<file path="src/rtl/fir_pkg.sv">
// Shared widths and operand/accumulator types for the FIR datapath.
// Latency: n/a (declarations only).
// Backpressure: n/a.
package fir_pkg;

    // Default operand width (sample and coefficient) and accumulator width.
    localparam int IN_WIDTH   = 16;
    localparam int OUT_WIDTH  = 38;
    localparam int PROD_WIDTH = 2 * IN_WIDTH;

    typedef logic signed [IN_WIDTH-1:0]   sample_t;
    typedef logic signed [PROD_WIDTH-1:0] prod_t;
    typedef logic signed [OUT_WIDTH-1:0]  acc_t;

    // Headroom above a full-precision product: this many guard bits
    // allow 2**guard_bits worst-case taps to accumulate before wrapping.
    function automatic int guard_bits(input int in_w, input int out_w);
        return out_w - 2 * in_w;
    endfunction

endpackage

</file>
<file path="src/rtl/fir_mac_unit_if.sv">
// Operand/control bundle between the FIR control FSM and the MAC core.
// Latency: n/a (wires only).
// Backpressure: none; the FSM owns pacing through en/flush.
//
// Signals:
//   flush  clear both MAC registers on the next edge (new output sample)
//   en     load enable for the product and accumulator registers
//   a, b   signed sample and coefficient operands
//   dout   registered signed accumulator value
interface fir_mac_unit_if #(
    parameter int IN_WIDTH  = fir_pkg::IN_WIDTH,
    parameter int OUT_WIDTH = fir_pkg::OUT_WIDTH
);

    logic                        flush;
    logic                        en;
    logic signed [IN_WIDTH-1:0]  a;
    logic signed [IN_WIDTH-1:0]  b;
    logic signed [OUT_WIDTH-1:0] dout;

    // Control FSM side: drives operands/control, reads the accumulator.
    modport master (
        output flush,
        output en,
        output a,
        output b,
        input  dout
    );

    // MAC core side.
    modport slave (
        input  flush,
        input  en,
        input  a,
        input  b,
        output dout
    );

endinterface

</file>
<file path="src/rtl/fir_mac_unit_pipe_reg.sv">
// Generic W-bit load-enabled register with synchronous active-high clear.
// Latency: 1 cycle from d to q when ld is high.
// Backpressure: none; holds its value whenever ld is low.
//
// Ports:
//   clk  rising-edge clock
//   rst  synchronous clear, wins over ld
//   ld   load enable
//   d    next value
//   q    registered value
module pipe_reg #(
    parameter int W = 32
) (
    input  logic         clk,
    input  logic         rst,
    input  logic         ld,
    input  logic [W-1:0] d,
    output logic [W-1:0] q
);

    // When ld is low d is never sampled, so an unknown d cannot
    // reach q while the register is holding.
    always_ff @(posedge clk) begin
        if (rst) begin
            q <= '0;
        end else if (ld) begin
            q <= d;
        end
    end

endmodule

</file>
<file path="src/rtl/fir_mac_unit.sv">
// Signed multiply-accumulate core: multiplier -> product register -> sign-extend/add -> accumulator.
// Latency: operands sampled at edge n are reflected in dout after edge n+1.
// Backpressure: none; en low freezes both stages, flush/rst clear both stages.
//
// Ports:
//   clk   rising-edge clock
//   rst   synchronous active-high reset
//   bus   slave side of fir_mac_unit_if (flush, en, a, b in; dout out)
module fir_mac_unit #(
    parameter int IN_WIDTH  = fir_pkg::IN_WIDTH,
    parameter int OUT_WIDTH = fir_pkg::OUT_WIDTH
) (
    input  logic            clk,
    input  logic            rst,
    fir_mac_unit_if.slave   bus
);

    localparam int PW = 2 * IN_WIDTH;

    // A product must fit the accumulator without truncation.
    generate
        if (OUT_WIDTH < PW) begin : g_width_check
            $error("fir_mac_unit: OUT_WIDTH (%0d) must be >= 2*IN_WIDTH (%0d)", OUT_WIDTH, PW);
        end
    endgenerate

    logic                        clr;
    logic signed [PW-1:0]        prod;
    logic signed [PW-1:0]        prod_q;
    logic signed [OUT_WIDTH-1:0] prod_ext;
    logic signed [OUT_WIDTH-1:0] acc_d;
    logic signed [OUT_WIDTH-1:0] acc_q;

    // Flush behaves exactly like reset for both stages, so any partial sum
    // and the in-flight product are dropped together; flush also beats en,
    // discarding the operands presented on that cycle.
    assign clr = rst | bus.flush;

    // Full-precision signed product. Operands are widened before the
    // multiply so the result is computed at product width.
    assign prod = PW'(bus.a) * PW'(bus.b);

    pipe_reg #(
        .W (PW)
    ) u_prod_reg (
        .clk (clk),
        .rst (clr),
        .ld  (bus.en),
        .d   (prod),
        .q   (prod_q)
    );

    // Sign-extending resize of a signed value replicates the product's MSB
    // up to accumulator width. The sum wraps modulo 2**OUT_WIDTH by design.
    assign prod_ext = OUT_WIDTH'(prod_q);
    assign acc_d    = acc_q + prod_ext;

    pipe_reg #(
        .W (OUT_WIDTH)
    ) u_acc_reg (
        .clk (clk),
        .rst (clr),
        .ld  (bus.en),
        .d   (acc_d),
        .q   (acc_q)
    );

    assign bus.dout = acc_q;

endmodule

</file>
<file path="src/flat_wrapper.sv">
// flat-port wrapper written by rule: the top's interface ports become plain ports
module fir_mac_unit_flat 
#(
    parameter int IN_WIDTH  = fir_pkg::IN_WIDTH,
    parameter int OUT_WIDTH = fir_pkg::OUT_WIDTH
)
  (clk, rst, bus_flush, bus_en, bus_a, bus_b, bus_dout);
  fir_mac_unit_if #(.IN_WIDTH(IN_WIDTH), .OUT_WIDTH(OUT_WIDTH)) bus_i ();
  input  logic clk;
  input  logic rst;
  input wire logic [$bits(bus_i.flush)-1:0] bus_flush;
  input wire logic [$bits(bus_i.en)-1:0] bus_en;
  input wire logic [$bits(bus_i.a)-1:0] bus_a;
  input wire logic [$bits(bus_i.b)-1:0] bus_b;
  output wire logic [$bits(bus_i.dout)-1:0] bus_dout;
  assign bus_i.flush = bus_flush;
  assign bus_i.en = bus_en;
  assign bus_i.a = bus_a;
  assign bus_i.b = bus_b;
  assign bus_dout = bus_i.dout;
  fir_mac_unit #(.IN_WIDTH(IN_WIDTH), .OUT_WIDTH(OUT_WIDTH)) u_core (.clk(clk), .rst(rst), .bus(bus_i));
endmodule
</file>
<file path="config.mk">
export PLATFORM = sky130hd
export DESIGN_NAME = fir_mac_unit_flat
export DESIGN_NICKNAME = d
export VERILOG_FILES = /design/src/rtl/fir_pkg.sv /design/src/rtl/fir_mac_unit_if.sv /design/src/rtl/fir_mac_unit_pipe_reg.sv /design/src/rtl/fir_mac_unit.sv /design/src/flat_wrapper.sv
export SDC_FILE = /design/constraint.sdc
export NUM_CORES = 1
export LEC_CHECK = 0
export BUFFER_PORTS_ARGS = -buffer_cell sky130_fd_sc_hd__buf_4
export CORE_ASPECT_RATIO = 1.1
export CORE_MARGIN = 2
export CORE_UTILIZATION = 60
export CTS_CLUSTER_DIAMETER = 40
export DETAILED_ROUTE_END_ITERATION = 10
export HOLD_SLACK_MARGIN = 0.02
export MAX_ROUTING_LAYER = met4
export PLACE_DENSITY = 0.8
export REMOVE_ABC_BUFFERS = 1
export SLEW_MARGIN = 0
export SYNTH_ARGS = -nofsm -noshare
export SYNTH_HDL_FRONTEND = slang
export SYNTH_SLANG_ARGS = --single-unit
</file>
<file path="constraint.sdc">
create_clock -name clk -period 7.64 [get_ports clk]
set_input_delay 1.146 -clock clk [delete_from_list [all_inputs] [get_ports clk]]
set_output_delay 1.146 -clock clk [all_outputs]
set_load 0.01 [all_outputs]
</file>
==> impl_results.md <==
* Status: finished clean
* Syn_area_per_cell at 9.07 µm²
* Max Clock Freq at 149 MHz
* Share of cells above drive strength 1 at 7.44%
* Hold-fix buffers at CTS at 0
* Area of the mapped netlist at 14200 µm²
* Overflow after GRT at 0
* CTS resizes at 0
* Initial Util at 61.6%
* Worst Path Arrival at 6.89 ns
* Slew margin rel. at 44.5%
* Hold_ws at 0.480 ns
* Ys Warns at 0
* FFs w/ async S/R, synth at 0%
* CP Class: in2reg
* First-pass GRT wire length at 52200 µm
* Synth-to-layout area growth at 7.63%
* CP Data Required Time at 7.83 ns
* Top-count cell post-synth: inv_1
* RSZ-0062 raised after global routing: false
* H-tree levels at 3
* Die Wd at 150 µm
* Port Buf Inserts at 73
* Gate Count Post-Synth at 1562
* CTS tree: built
* Top cells by area, synth: fa_1, ha_1, dfxtp_1, inv_1, and2_1
* Combinational family with the most area after synthesis: adder cells
* Worst reg2reg path depth at 13
* Setup repair bufs after CTS at 0
* Seq cells post-synth at 70
* Vias in the first global route at 11200
* Chip height at 165 µm
* Routed via count at 10600
* CTS Buf Count at 9
* Drt total wl at 30800 µm
* Synth Area in XOR/XNOR at 3.77%
* Hold path start: u_core.u_prod_reg.q[14]$_SDFFE_PP0P_
* R2R Path Start: u_core.u_acc_reg.q[0]$_SDFFE_PP0P_
* Top-Level Pins at 74
* HPWL Detailed at 25100 µm
* Setup TNS at 0 ns
* Max Slew Vio Count at 0
* Leading register cell type out of synthesis: dfxtp_1
* Clk root buf: clkbuf_16
* Worst hold path type: reg2reg
* Area share of the largest cell type after synthesis at 37.2%
* Worst R2R End: u_core.u_acc_reg.q[26]$_SDFFE_PP0P_
* Slew @ Worst Pin at 0.833 ns
* Post-DRT Antenna Nets at 0
* Vias per cell at 5.60
* Maxcap violations at 0
* Clock slew at reported path FFs at 0.06 ns
* CP Capture Type: flip-flop
* Wire per inst at 16.2 µm
* Synth Area in Compound Gates at 10.2%
* Setup crit end: u_core.u_prod_reg.q[31]$_SDFFE_PP0P_
* Clk sinks at 70
* Crit path max fanout at 16
* Simple-Gate Fraction of Synth Area at 15.8%
* Initial antenna violation count at 0
* Multiplexer area fraction after synthesis at 3.41%
* DR iter-0 viols at 622
* Final setup fails at 0
* Tmin final at 6.70 ns
* Post-synth top cells: inv_1, fa_1, nand2_1
* Synthesized-area fraction occupied by adder cells at 47.7%
* Setup crit start: bus_b[1]
* Die Area at 24800 µm²
* # DRC at 0
* Sequential-to-total area share from yosys stat at 9.90%
* # fillers at 1847
* Core Area at 23000 µm²
* Post-synth EDFFs at 0
* Antenna Cells at 0
* Worst-Skew Late Latency at 0.33 ns
* Fin nets at 2013
* Distinct cells, synth at 61
* GPL Wtd Cong at 0.861
* Total Routing Usage GR at 27.0%
* R2R Setup Slk at 4.65 ns
* Crit start category: input port
* Setup Skew at 0.00580 ns
* Final period utilization at 87.8%
* TritonRoute pass-1 iters at 5
* CTS Buffer Depth at 2
* Final Hold Violating Endpoints at 0
* Largest net degree at the start of global routing at 64
* Floorplan row count at 58
* Cell accounting for the most synthesized area: fa_1
## state kept, by name, summed over array words and instances, names as in the netlist
register             cells
u_core.u_acc_reg.q      38
u_core.u_prod_reg.q     32
## routing by layer
layer  routed length, µm  GRT usage [%]
met3                1240           3.19
met1               12100           32.2
met5                   0              -
met4                 729           7.55
met2               16700           48.5
## per-stage QoR
step	util [%]	cell area [µm²]	std cells	setup slack, ns
final	66.3	15200	1899	0.936
after floorplan	-	14000	1508	1.15
after global routing	66.3	15200	1899	0.667
after global placement	64.8	14900	1884	0.762
after detailed placement	64.8	14900	1884	0.601
after CTS	66.3	15200	1899	0.939
## cells by family after synthesis
group / Yosys count
AOI/OAI and AO/OA: 205
buffers and inverters: 345
xor gates and xnor gates: 61
and+or+nand+nor: 451
adders and majority gates: 382
muxes: 48
DFF: 70
## layout make-up
cell class | instances | area [µm²] | share of cell area [%]
inverters | 291 | 1090 | 7.17
multi-input cells | 1147 | 11500 | 75.2
clock inverters | 4 | 95.1 | 0.624
well taps | 300 | 375 | 2.46
flip-flops and latches | 70 | 1400 | 9.19
repair buffers | 76 | 571 | 3.74
clock buffers | 11 | 243 | 1.59
## worst max-delay path, cell delays in order
cell and delay [ns]:
buf_4 0.18, nand2_1 0.12, inv_1 0.09, fa_1 0.78, fa_1 0.51, fa_1 0.50, fa_1 0.51, fa_1 0.49
inv_1 0.05, fa_1 0.47, inv_1 0.04, ha_1 0.32, a21o_1 0.19, a21o_1 0.16, a21oi_1 0.16, o21ai_0 0.13
a21oi_2 0.19, a21oi_2 0.11, a31oi_2 0.30, a21o_1 0.18, mux2i_1 0.18, a211oi_1 0.08
## worst min-delay path by stage
stage / endpoint / slack [ns] / cells after the start
after floorplan: u_core.u_prod_reg.q[21]$_SDFFE_PP0P_ / 0.45 / 2
after global placement: u_core.u_acc_reg.q[37]$_SDFFE_PP0P_ / 0.46 / 2
final: u_core.u_prod_reg.q[14]$_SDFFE_PP0P_ / 0.48 / 2
after CTS: u_core.u_acc_reg.q[37]$_SDFFE_PP0P_ / 0.48 / 2
after detailed placement: u_core.u_prod_reg.q[14]$_SDFFE_PP0P_ / 0.47 / 2
after global routing: u_core.u_prod_reg.q[14]$_SDFFE_PP0P_ / 0.49 / 2
## cells in the final DEF (no fill, tap or decap), types with 17 or more instances in the layout
master	Yosys	layout
o21ai_0	27	27
a21o_1	41	41
mux2i_1	46	46
a21oi_1	49	49
ha_1	119	119
nand2_1	147	147
a211oi_1	17	17
xnor2_1	42	42
xor2_1	19	19
fa_1	263	263
dfxtp_1	70	70
nor2_1	88	88
buf_4	0	76
inv_1	291	291
and2_1	131	131
Power is left out: the tool's default activity adds up to more than one toggle a clock period on the data nets, which glitch-free logic cannot reach.
